### config.mk
export PLATFORM = sky130hd
export DESIGN_NAME = prog_loader
export DESIGN_NICKNAME = d
export VERILOG_FILES = /design/src/rtl/prog_loader.sv
export SDC_FILE = /design/constraint.sdc
export NUM_CORES = 1
export LEC_CHECK = 0
export ABC_CLOCK_PERIOD_IN_PS = 8600
export CAP_MARGIN = 20
export CORE_MARGIN = 4
export CORE_UTILIZATION = 50
export DETAILED_ROUTE_END_ITERATION = 16
export HOLD_SLACK_MARGIN = 0.1
export PLACE_DENSITY = 0.87
export SETUP_SLACK_MARGIN = 0.5
export SLEW_MARGIN = 15
export SYNTH_ARGS = -nofsm -noshare
export SYNTH_HDL_FRONTEND = slang
export SYNTH_SLANG_ARGS = --single-unit
export TNS_END_PERCENT = 5
### constraint.sdc
create_clock -name clk -period 8.6 [get_ports clk]
set_clock_uncertainty 0.1 [all_clocks]
set_input_delay 2.58 -clock clk [delete_from_list [all_inputs] [get_ports clk]]
set_output_delay 2.58 -clock clk [all_outputs]
set_load 0.1 [all_outputs]
### src/rtl/prog_loader.sv
// Boot loader: byte stream (N, 4*N payload bytes MSB-first, XOR checksum) -> word writes at byte address 0 upward.
// Each word is written one cycle after its 4th byte is accepted; no backpressure while loading, and input is refused in DONE/ERR.
module prog_loader #(
    parameter int MAX_WORDS  = 64,
    parameter int ADDR_WIDTH = 32
) (
    input  logic                  clk,
    input  logic                  rst,
    input  logic [7:0]            byte_data,
    input  logic                  byte_valid,
    output logic                  byte_ready,
    input  logic                  reload,
    output logic                  Mem_WE,
    output logic [ADDR_WIDTH-1:0] Mem_Addr,
    output logic [31:0]           Mem_WD,
    output logic                  cpu_rst_n,
    output logic                  done,
    output logic                  error
);

    localparam int         IDX_W = $clog2(MAX_WORDS + 1);
    localparam logic [7:0] MAX_N = 8'(MAX_WORDS);

    typedef enum logic [2:0] {
        S_IDLE,
        S_LOAD,
        S_CHECK,
        S_DONE,
        S_ERR
    } state_t;

    state_t                  state_q;
    logic [IDX_W-1:0]        n_q;
    logic [IDX_W-1:0]        widx_q;
    logic [1:0]              byte_cnt_q;
    logic [7:0]              chk_q;
    logic [23:0]             asm_q;
    logic                    byte_ready_q;
    logic                    mem_we_q;
    logic [ADDR_WIDTH-1:0]   mem_addr_q;
    logic [31:0]             mem_wd_q;
    logic                    cpu_rst_n_q;
    logic                    done_q;
    logic                    error_q;

    logic        accept;
    logic        last_word;
    logic [31:0] word_full;

    assign accept    = byte_valid & byte_ready_q;
    assign last_word = (widx_q == n_q - 1'b1);
    assign word_full = {asm_q, byte_data};

    always_ff @(posedge clk or posedge rst) begin
        if (rst) begin
            state_q      <= S_IDLE;
            n_q          <= '0;
            widx_q       <= '0;
            byte_cnt_q   <= '0;
            chk_q        <= '0;
            asm_q        <= '0;
            byte_ready_q <= 1'b0;
            mem_we_q     <= 1'b0;
            mem_addr_q   <= '0;
            mem_wd_q     <= '0;
            cpu_rst_n_q  <= 1'b0;
            done_q       <= 1'b0;
            error_q      <= 1'b0;
        end else if (reload) begin
            // Previously written words stay in memory; only loader state restarts.
            state_q      <= S_IDLE;
            n_q          <= '0;
            widx_q       <= '0;
            byte_cnt_q   <= '0;
            chk_q        <= '0;
            asm_q        <= '0;
            byte_ready_q <= 1'b1;
            mem_we_q     <= 1'b0;
            cpu_rst_n_q  <= 1'b0;
            done_q       <= 1'b0;
            error_q      <= 1'b0;
        end else begin
            mem_we_q <= 1'b0;
            case (state_q)
                S_IDLE: begin
                    byte_ready_q <= 1'b1;
                    if (accept) begin
                        if (byte_data != 8'd0 && byte_data <= MAX_N) begin
                            state_q    <= S_LOAD;
                            n_q        <= IDX_W'(byte_data);
                            widx_q     <= '0;
                            byte_cnt_q <= '0;
                            chk_q      <= '0;
                            asm_q      <= '0;
                        end else begin
                            state_q      <= S_ERR;
                            byte_ready_q <= 1'b0;
                            error_q      <= 1'b1;
                        end
                    end
                end
                S_LOAD: begin
                    byte_ready_q <= 1'b1;
                    if (accept) begin
                        chk_q      <= chk_q ^ byte_data;
                        asm_q      <= {asm_q[15:0], byte_data};
                        byte_cnt_q <= byte_cnt_q + 2'd1;
                        if (byte_cnt_q == 2'd3) begin
                            mem_we_q   <= 1'b1;
                            mem_wd_q   <= word_full;
                            mem_addr_q <= ADDR_WIDTH'(widx_q) << 2;
                            widx_q     <= widx_q + 1'b1;
                            if (last_word) begin
                                state_q <= S_CHECK;
                            end
                        end
                    end
                end
                S_CHECK: begin
                    byte_ready_q <= 1'b1;
                    if (accept) begin
                        byte_ready_q <= 1'b0;
                        if (byte_data == chk_q) begin
                            state_q     <= S_DONE;
                            done_q      <= 1'b1;
                            cpu_rst_n_q <= 1'b1;
                        end else begin
                            state_q <= S_ERR;
                            error_q <= 1'b1;
                        end
                    end
                end
                S_DONE: begin
                    byte_ready_q <= 1'b0;
                end
                S_ERR: begin
                    byte_ready_q <= 1'b0;
                    cpu_rst_n_q  <= 1'b0;
                end
                default: begin
                    state_q      <= S_ERR;
                    byte_ready_q <= 1'b0;
                    error_q      <= 1'b1;
                    cpu_rst_n_q  <= 1'b0;
                end
            endcase
        end
    end

    assign byte_ready = byte_ready_q;
    assign Mem_WE     = mem_we_q;
    assign Mem_Addr   = mem_addr_q;
    assign Mem_WD     = mem_wd_q;
    assign cpu_rst_n  = cpu_rst_n_q;
    assign done       = done_q;
    assign error      = error_q;

endmodule

==> run metrics, run 1 <==
status completed; Initial Util 51.1%; Syn Inst Count 449; DIE AREA between 0.01 and 0.015 mm^2; Slew HR around a third; hold worst-path end Mem_WD[30]; unrepaired setup endpoints after global routing no; DR vias about 3300; switch share between 30% and 40%; routed len/inst 15.3 um; worst skew pair latency 0.36 ns; mux contribution to synthesized area around 2.8%; Detailed Place HPWL about 6300 um; Setup-failing EPs final 0; H-tree depth 3; final wirelength between 9000 and 10000 um; PD cells around 170 mW/mm^2; num rows 34; clock buffer count from CTS 9; first-pass GRT wire length ~16000 um; Synth top cells by count nand2_1, dfrtp_1, buf_4, a22o_1, nor2_1; Psw about 0.26 mW; initial antenna violation count 0; FF-to-FF path depth 6; ys flop type dfrtp_1; dominant cell type by area after synthesis dfrtp_1; setup TNS 0 ns; kind of start point of the critical path input port; Post-Synth Simple-Gate Area between 10% and 20%; Chip Width 102 um; post-CTS setup buffers 0; Worst VDD drop 0.116 mV; vias in the first global route 3152; sequential cell area fraction in the yosys report a little over half; crit-path max FO 42; gpl congestion 0.888; Worst EP arrival ~5.7 ns; average cell area after synthesis 9.83 um^2; final-report hold violation count 0; Fmax achieved between 150 and 200 MHz; FFs w/ async S/R, synth 100%; num ports 81; Synth area leaders dfrtp_1, nand2_1, a22o_1; hold path cells 2; Worst-path clk slew ~0.1 ns; R2R Setup Slk ~5.7 ns; port bufs between 50 and 60; most instantiated library cell after synthesis nand2_1; drt pass-1 iters 5; largest net degree at the start of global routing 96; Gates resized, CTS repair 0; drt drc 0; Post-synth EDFFs 0; antenna cells 0; layout cell share with drive strength beyond 1 5.23%; Reg power frac 53.7%; core footprint approximately 0.0086 mm^2; initial drt markers approximately 170; synthesized cell area approximately 0.0044 mm^2; Yosys reg bits between 90 and 100; chip height around 100 um; Num Clock Sinks 95; Congestion Overflow GR 0; FF-to-FF End widx_q[4]; compound-gate portion of the synthesized area between 10% and 20%; Comb pwr share around an eighth; reg2reg start state_q[2]; main combinational cell family by area after synthesis simple AND/OR/NAND/NOR gates; Vias/cell approximately 5.4; internal power 0.581 mW; Overall Global Routing Usage 19.0%; xor/xnor share of the synthesized area under 10%; CTS tree built; Crit Path Class input port to flop; max-cap viol count 0; area delta synth->final 15.5%; Hold Path Origin Mem_WD[30]; clock power share approximately a third; layout net count between 500 and 600; type of the worst min-delay path flop to flop; CTS Root Cell clkbuf_8; hold_buf cts 0; Tmin final between 5 and 6 ns; Worst-Margin Slew between 0.9 and 1 ns; period utilisation layout between 60% and 70%; clock tree buffer depth 2; total leakage power 2.54 nW; WP data required just under 9 ns; final max-slew violation count 0; yosys warns 0; Tot Pwr 0.846 mW; adder-cell share of the synthesized area less than 1%; Synth cell types 48; share of Yosys cell area claimed by the top area cell type roughly 54%; Antenna Nets Post-Route 0; CP Capture Type flop
-- registers in the layout (all words and copies together), names as in the netlist --
register,flops
Mem_WD,32
asm_q,24
chk_q,8
Mem_Addr,7
n_q,7
widx_q,7
state_q,3
byte_cnt_q,2
Mem_WE,1
byte_ready,1
cpu_rst_n,1
done,1
error,1
-- worst max path at each step --
stage	start	to	slack, ns	depth (start not counted)
4_1_cts	reload	widx_q[4]	2.81	7
6_report	reload	widx_q[4]	3.12	7
2_1_floorplan	rst	Mem_Addr[2]	3.44	1
3_5_place_dp	reload	widx_q[4]	2.45	7
5_1_grt	reload	widx_q[3]	2.92	7
3_3_place_gp	reload	widx_q[4]	2.57	7
-- critical path: stages --
cell and delay [ns]:
clkdlybuf4s50_1 0.73, or4b_1 0.74, nor2_4 0.55, nand2_1 0.18, inv_2 0.52, and3_1 0.26
a211o_1 0.10
-- placed cells by master, fill, tap and decap left out, types with 6 or more instances in the layout --
cell / Yosys / final
xnor2_1: 13 / 13
nand2_1: 128 / 128
nor3_1: 6 / 6
a21oi_1: 10 / 10
clkdlybuf4s50_1: 0 / 55
dfrtp_1: 95 / 95
nor3b_1: 11 / 11
conb_1: 1 / 25
clkbuf_8: 0 / 9
mux2i_1: 10 / 10
a211o_1: 7 / 7
o21ai_0: 8 / 8
inv_1: 10 / 9
nor2_1: 22 / 21
a22o_1: 24 / 24
-- layout make-up --
class	count	area, um^2
sequential	95	2380
tap	108	135
inverter	11	46.3
clock inverter	7	62.6
multi-input combinational	319	1790
fill	718	3540
clock buffer	9	124
timing repair buffer	56	558
-- per-stage QoR --
step	utilization (%)	hold slack, ns	cell area [um^2]	cells	setup WS [ns]
final	59.0	0.380	5100	605	3.12
after global routing	59.0	0.397	5100	605	2.92
after CTS	58.9	0.387	5090	605	2.81
after detailed placement	56.8	0.362	4900	589	2.45
after global placement	56.8	0.361	4900	589	2.57
after floorplan	-	0.339	4500	473	3.44
-- power by group through the flow --
| stage | clock network, mW | logic [mW] | registers [mW] |
|---|---|---|---|
| after global routing | 0.308 | 0.115 | 0.455 |
| after detailed placement | 0 | 0.107 | 0.463 |
| after CTS | 0.288 | 0.107 | 0.454 |
| after floorplan | 0 | 0.0928 | 0.469 |
| final | 0.284 | 0.108 | 0.454 |
| after global placement | 0 | 0.105 | 0.463 |
-- kinds of logic after synthesis --
kind of cell	after synthesis
compound gates	67
flops	95
other cells	1
simple gates	196
buf+inv	59
mux	12
xor+xnor	16
fa+ha+maj	3
-- layer usage --
layer  up-vias  share of wire (%)  GRT usage [%]
met2       114                 48           30.1
met3        22                6.2           4.16
met5         -                  0              0
met4         0                1.8           5.85
li1       1553                  -              -
met1      1578                 44           26.5
Power figures use the tool's default switching activity.
==> run 2: changes to the inputs <==
- ABC_CLOCK_PERIOD_IN_PS: 8600 -> 5100
- clock period: 8.6 -> 5.1 ns (I/O delays scaled with it)
==> run 2 against run 1 <==
  * Critical path depth stayed put
  * Sequential share of layout area shrank 0.24 points
  * Die area stayed put
  * Register-to-register slack got worse by 3.2 ns
  * Combinational power is 69% higher
  * Utilization grew 0.30 points
  * Cell area increased by 0.52%
  * Setup slack got worse by 1.9 ns
  * Sequential cell count unchanged
  * Sequential power grew 69%
  * Cell count up 0.33%
  * Critical path type unchanged
  * Highest routed layer unchanged
==> run metrics, run 2 (synthesized netlist as in run 1, its figures left out) <==
status completed (unchanged); largest stage delay on the critical path 0.59 ns (was 0.74 ns); clock buffer count from CTS 9 (unchanged); chip height 102 um (unchanged); Overall Global Routing Usage 19.1% (was 19.0%); post-CTS setup buffers 0 (unchanged); drt pass-1 iters 5 (unchanged); setup TNS 0 ns (unchanged); port bufs 55 (unchanged); clock tree buffer depth 2 (unchanged); drt drc 0 (unchanged); final max-slew violation count 0 (unchanged); total leakage power 2.56 nW (was 2.54 nW); Worst VDD drop 0.175 mV (was 0.116 mV); num rows 34 (unchanged); CTS tree built (unchanged); CTS Root Cell clkbuf_8 (unchanged); vias in the first global route 3153 (was 3152); Slew HR 33.7% (was 33.6%); worst skew pair latency 0.35 ns (was 0.36 ns); layout cell share with drive strength beyond 1 5.61% (was 5.23%); H-tree depth 3 (unchanged); Critical-path top delay cell or4_4 (was or4b_1); WP data required 5.27 ns (was 8.80 ns); Worst EP arrival 4.08 ns (was 5.69 ns); largest net degree at the start of global routing 96 (unchanged); Worst-Margin Slew 0.992 ns (was 0.993 ns); unrepaired setup endpoints after global routing no (unchanged); Place WS 0.830 ns (was 2.45 ns); Tot Pwr 1.44 mW (was 0.846 mW); area delta synth->final 16.1% (was 15.5%); period utilisation layout about 77%; Detailed Place HPWL 6360 um (was 6280 um); max-cap viol count 0 (unchanged); most frequent cells in the layout nand2_1, dfrtp_1, clkdlybuf4s50_1 (unchanged); Fmax achieved roughly 260 MHz; Crit path max-delay family simple AND/OR/NAND/NOR gates (unchanged); final-report hold violation count 0 (unchanged); core footprint 0.00864 mm^2 (unchanged); PD cells 281 mW/mm^2 (was 166 mW/mm^2); hold_buf cts 0 (unchanged); initial antenna violation count 0 (unchanged); worst hold-check slack 0.377 ns (was 0.380 ns); Gates resized, CTS repair 0 (unchanged); CP Capture Type flop (unchanged); Vias/cell 5.43 (was 5.40); max FFs per register 32 (unchanged); CP Buf/Inv Count 2 (unchanged); final wirelength 9300 um (was 9230 um); type of the worst min-delay path flop to flop (unchanged); routed len/inst 15.3 um (about the same); kind of start point of the critical path input port (unchanged); worst-path cell chain clkdlybuf4s50_1, or4_4, or4_1, a31o_2, a21oi_4, buf_4, mux2i_1 (was clkdlybuf4s50_1, or4b_1, nor2_4, nand2_1, inv_2, and3_1, a211o_1); first-pass GRT wire length 15700 um (was 15600 um); post-layout worst setup margin 1.20 ns (was 3.12 ns); Initial Util 51.1% (unchanged); initial drt markers 184 (was 165); num ports 81 (unchanged); crit-path max FO 36 (was 42); Chip Width 102 um (unchanged); DIE AREA 0.0104 mm^2 (unchanged); Worst-path clk slew 0.08 ns (was 0.10 ns); Crit Path Class input port to flop (unchanged); Antenna Nets Post-Route 0 (unchanged); gpl congestion 0.914 (was 0.888); most common cell after layout, fill and taps aside nand2_1 (unchanged); antenna cells 0 (unchanged); Setup-failing EPs final 0 (unchanged); Congestion Overflow GR 0 (unchanged); DR vias 3294 (was 3267); layout net count 510 (was 507); Tmin final ~4 ns; Num Clock Sinks 95 (unchanged)
-- run 2: worst paths after layout --
check / start / endpoint / slack [ns] / cells after the start
setup reg to reg: n_q[0] / state_q[0] / 2.53 / 7
hold / removal: Mem_WD[24] / Mem_WD[24] / 0.38 / 2
max in group asynchronous: rst / chk_q[0] / 2.74 / 2
setup / recovery: byte_data[1] / asm_q[8] / 1.20 / 7
hold reg to reg: Mem_WD[24] / Mem_WD[24] / 0.38 / 2
min in group asynchronous: rst / Mem_WD[27] / 1.63 / 2
-- run 2: worst register-to-register path, cell delays in order (launching register included) --
cell       delay, ns
dfrtp_1         0.46
inv_1           0.09
ha_1            0.21
nor3b_1         0.35
and3_1          0.21
o211ai_1        0.09
a2111oi_0       0.67
o221ai_1        0.24
-- run 2: stage by stage --
step	instances	cell area (um^2)	utilization, %
6_report	607	5120	59.3
5_1_grt	607	5120	59.3
4_1_cts	607	5120	59.3
3_5_place_dp	592	4930	57.0
3_3_place_gp	592	4930	57.0
2_1_floorplan	473	4500	-
-- run 2: area by class of cell --
cell class | count | area [um^2]
Clock buffer | 10 | 138
Sequential cell | 95 | 2380
Clock inverter | 5 | 57.6
Multi-Input combinational cell | 319 | 1790
Inverter | 11 | 46.3
Timing Repair Buffer | 59 | 581
Tap cell | 108 | 135
Fill cell | 735 | 3510
-- run 2: metal layers --
metal / GRT usage (%) / part of all wire (%) / vias up
met5: 0 / 0 / -
met3: 3.55 / 6.0 / 13
met1: 26.6 / 43 / 1614
met2: 30.9 / 49 / 108
li1: - / - / 1559
met4: 5.55 / 1.2 / 0
-- run 2: power by group --
| part | total (mW) | switching, mW | internal, mW |
|---|---|---|---|
| combinational | 0.182 | 0.149 | 0.0329 |
| clock | 0.491 | 0.253 | 0.238 |
| sequential | 0.766 | 0.00769 | 0.758 |
| total | 1.44 | 0.410 | 1.03 |
==> run 3: changes to the inputs <==
- ABC_CLOCK_PERIOD_IN_PS: 5100 -> 3250
- CORE_UTILIZATION: 50 -> 47
- PLACE_DENSITY: 0.87 -> 0.86
- clock period: 5.1 -> 3.25 ns (I/O delays scaled with it)
==> run 3 against run 2 <==
  * First-iteration DRC count grew 12%
  * Routed wire length grew 13%
  * Combinational power grew 94%
  * Setup slack lost 0.77 ns
  * Sequential power grew 57%
  * Power grew 62%
  * Hold slack gained 0.00074 ns
  * Sequential cell count is the same
  * Clock power grew 58%
  * Cell count grew 5.3%
  * Critical endpoint is now n_q[0]
==> run metrics, run 3 (synthesized netlist as in run 1, its figures left out) <==
status completed (unchanged); core footprint 0.00920 mm^2 (was 0.00864 mm^2); Vias/cell 5.35 (was 5.43); Comb pwr share 15.1% (was 12.6%); gpl congestion 0.858 (was 0.914); num ports 81 (unchanged); Initial Util 48.0% (was 51.1%); layout net count 539 (was 510); final core utilization 58.9% (was 59.3%); antenna cells 0 (unchanged); Congestion Overflow GR 0 (unchanged); Crit Path Class input port to flop (unchanged); Worst-Margin Slew 0.608 ns (was 0.992 ns); worst setup path startpoint byte_data[1] (unchanged); fin area 0.00542 mm^2 (was 0.00512 mm^2); kind of start point of the critical path input port (unchanged); most frequent cells in the layout nand2_1, dfrtp_1, buf_4 (was nand2_1, dfrtp_1, clkdlybuf4s50_1); Place WS -0.172 ns (was 0.830 ns); Detailed Place HPWL 7060 um (was 6360 um); Worst VDD drop 0.198 mV (was 0.175 mV); first-pass GRT wire length 17200 um (was 15700 um); Chip Width 105 um (was 102 um); chip height 105 um (was 102 um); period utilisation layout just under 90%; Worst EP arrival 2.96 ns (was 4.08 ns); total leakage power 2.87 nW (was 2.56 nW); area delta synth->final 22.7% (was 16.1%); Worst-path clk slew 0.08 ns (about the same); CP Capture Type flop (unchanged); CTS Root Cell clkbuf_8 (unchanged); initial drt markers 206 (was 184); type of the worst min-delay path flop to flop (unchanged); num rows 35 (was 34); reg2reg start n_q[0] (unchanged); clock power share 33.4% (was 34.1%); largest net degree at the start of global routing 38 (was 96); DR vias 3420 (was 3294); hold_buf cts 0 (unchanged); placed instance area 0.00499 mm^2 (was 0.00493 mm^2); worst skew pair latency 0.36 ns (was 0.35 ns); drt pass-1 iters 4 (was 5); Fmax achieved 354 MHz; WP data required 3.39 ns (was 5.27 ns); layout cell share with drive strength beyond 1 20.3% (was 5.61%); unrepaired setup endpoints after global routing yes (was no); drt drc 0 (unchanged); Setup-failing EPs final 0 (unchanged); final-report hold violation count 0 (unchanged); max-cap viol count 0 (unchanged); max FFs per register 32 (unchanged); Num Clock Sinks 95 (unchanged); Reg power frac 51.5% (was 53.2%); CTS tree built (unchanged); post-layout worst setup margin 0.423 ns (was 1.20 ns); most common cell after layout, fill and taps aside nand2_1 (unchanged); Antenna Nets Post-Route 0 (unchanged); Hold Path Origin Mem_Addr[4] (was Mem_WD[24]); clock tree buffer depth 2 (unchanged); final max-slew violation count 0 (unchanged); switch share 29.4% (was 28.5%); clock buffer count from CTS 9 (unchanged); Psw 0.687 mW (was 0.410 mW); Tmin final around 2.8 ns; internal power 1.65 mW (was 1.03 mW); Slew HR 58.4% (was 33.7%); crit-path max FO 7 (was 36); H-tree depth 3 (unchanged); port bufs 55 (unchanged); vias in the first global route 3377 (was 3153); Overall Global Routing Usage 19.6% (was 19.1%); DIE AREA 0.0110 mm^2 (was 0.0104 mm^2); FILL cells 774 (was 735); PD cells 431 mW/mm^2 (was 281 mW/mm^2); initial antenna violation count 0 (unchanged); final wirelength 10500 um (was 9300 um); routed len/inst 16.4 um (was 15.3 um)
[run 3: changes by cell type in the layout (fill, tap and decap cells not counted), moves of 3 or more]
cell / delta
buf_4: +60
clkdlybuf4s50_1: -50
buf_12: +7
buf_6: +5
buf_16: +3
[run 3: per-stage QoR]
step	TNS (ns)	instances	hold slack [ns]	power [mW]
3_3_place_gp	-3.28	612	0.362	1.52
5_1_grt	0	639	0.387	2.41
3_5_place_dp	-5.09	612	0.363	1.53
4_1_cts	0	637	0.387	2.34
6_report	0	639	0.378	2.33
2_1_floorplan	0	473	0.339	1.49
[run 3: per-layer routing]
metal	GRT usage [%]	share of wire, %	up-vias	wire [um]
met1	25.3	42	1637	4430
met4	8.90	3.0	0	313
met5	0	0	-	0
met3	3.77	6.7	30	700
li1	-	-	1625	-
met2	32.2	48	128	5050
[run 3: final cells by class]
class,count,area [um^2],share of cell area (%)
timing repair buffer,88,850,15.7
clock buffer,9,124,2.29
multi-input combinational,319,1810,33.4
clock inverter,6,70.1,1.29
tap,111,139,2.56
inverter,11,45.0,0.832
sequential,95,2380,43.9
[run 3: what timing repair did]
item	4_1_cts	5_1_grt
setup buffers	7	2
cloned	3	0
resized for setup	27	4
pin swaps	6	5
endpoints found under the setup margin	50	49
[run 3: final timing paths]
path	to	slack, ns	depth (start not counted)
max	n_q[0]	0.42	8
min	Mem_Addr[4]	0.38	2
max reg2reg	state_q[0]	0.75	8
min reg2reg	Mem_Addr[4]	0.38	2
max in group asynchronous	error	1.53	3
min in group asynchronous	Mem_WE	0.89	2
[run 3: critical path, cell delays in order]
cell     delay, ns
buf_6         0.09
or4_4         0.55
buf_4         0.16
o31a_1        0.27
or4_1         0.51
buf_4         0.20
mux2i_1       0.15
nor2_1        0.06
[run 3: power by group through the flow]
| stage | clock, mW | combinational, mW | sequential (mW) |
|---|---|---|---|
| floorplan | 0 | 0.246 | 1.24 |
| global placement | 0 | 0.299 | 1.22 |
| detailed placement | 0 | 0.306 | 1.22 |
| CTS | 0.791 | 0.348 | 1.20 |
| global route | 0.838 | 0.370 | 1.20 |
| finish | 0.778 | 0.353 | 1.20 |
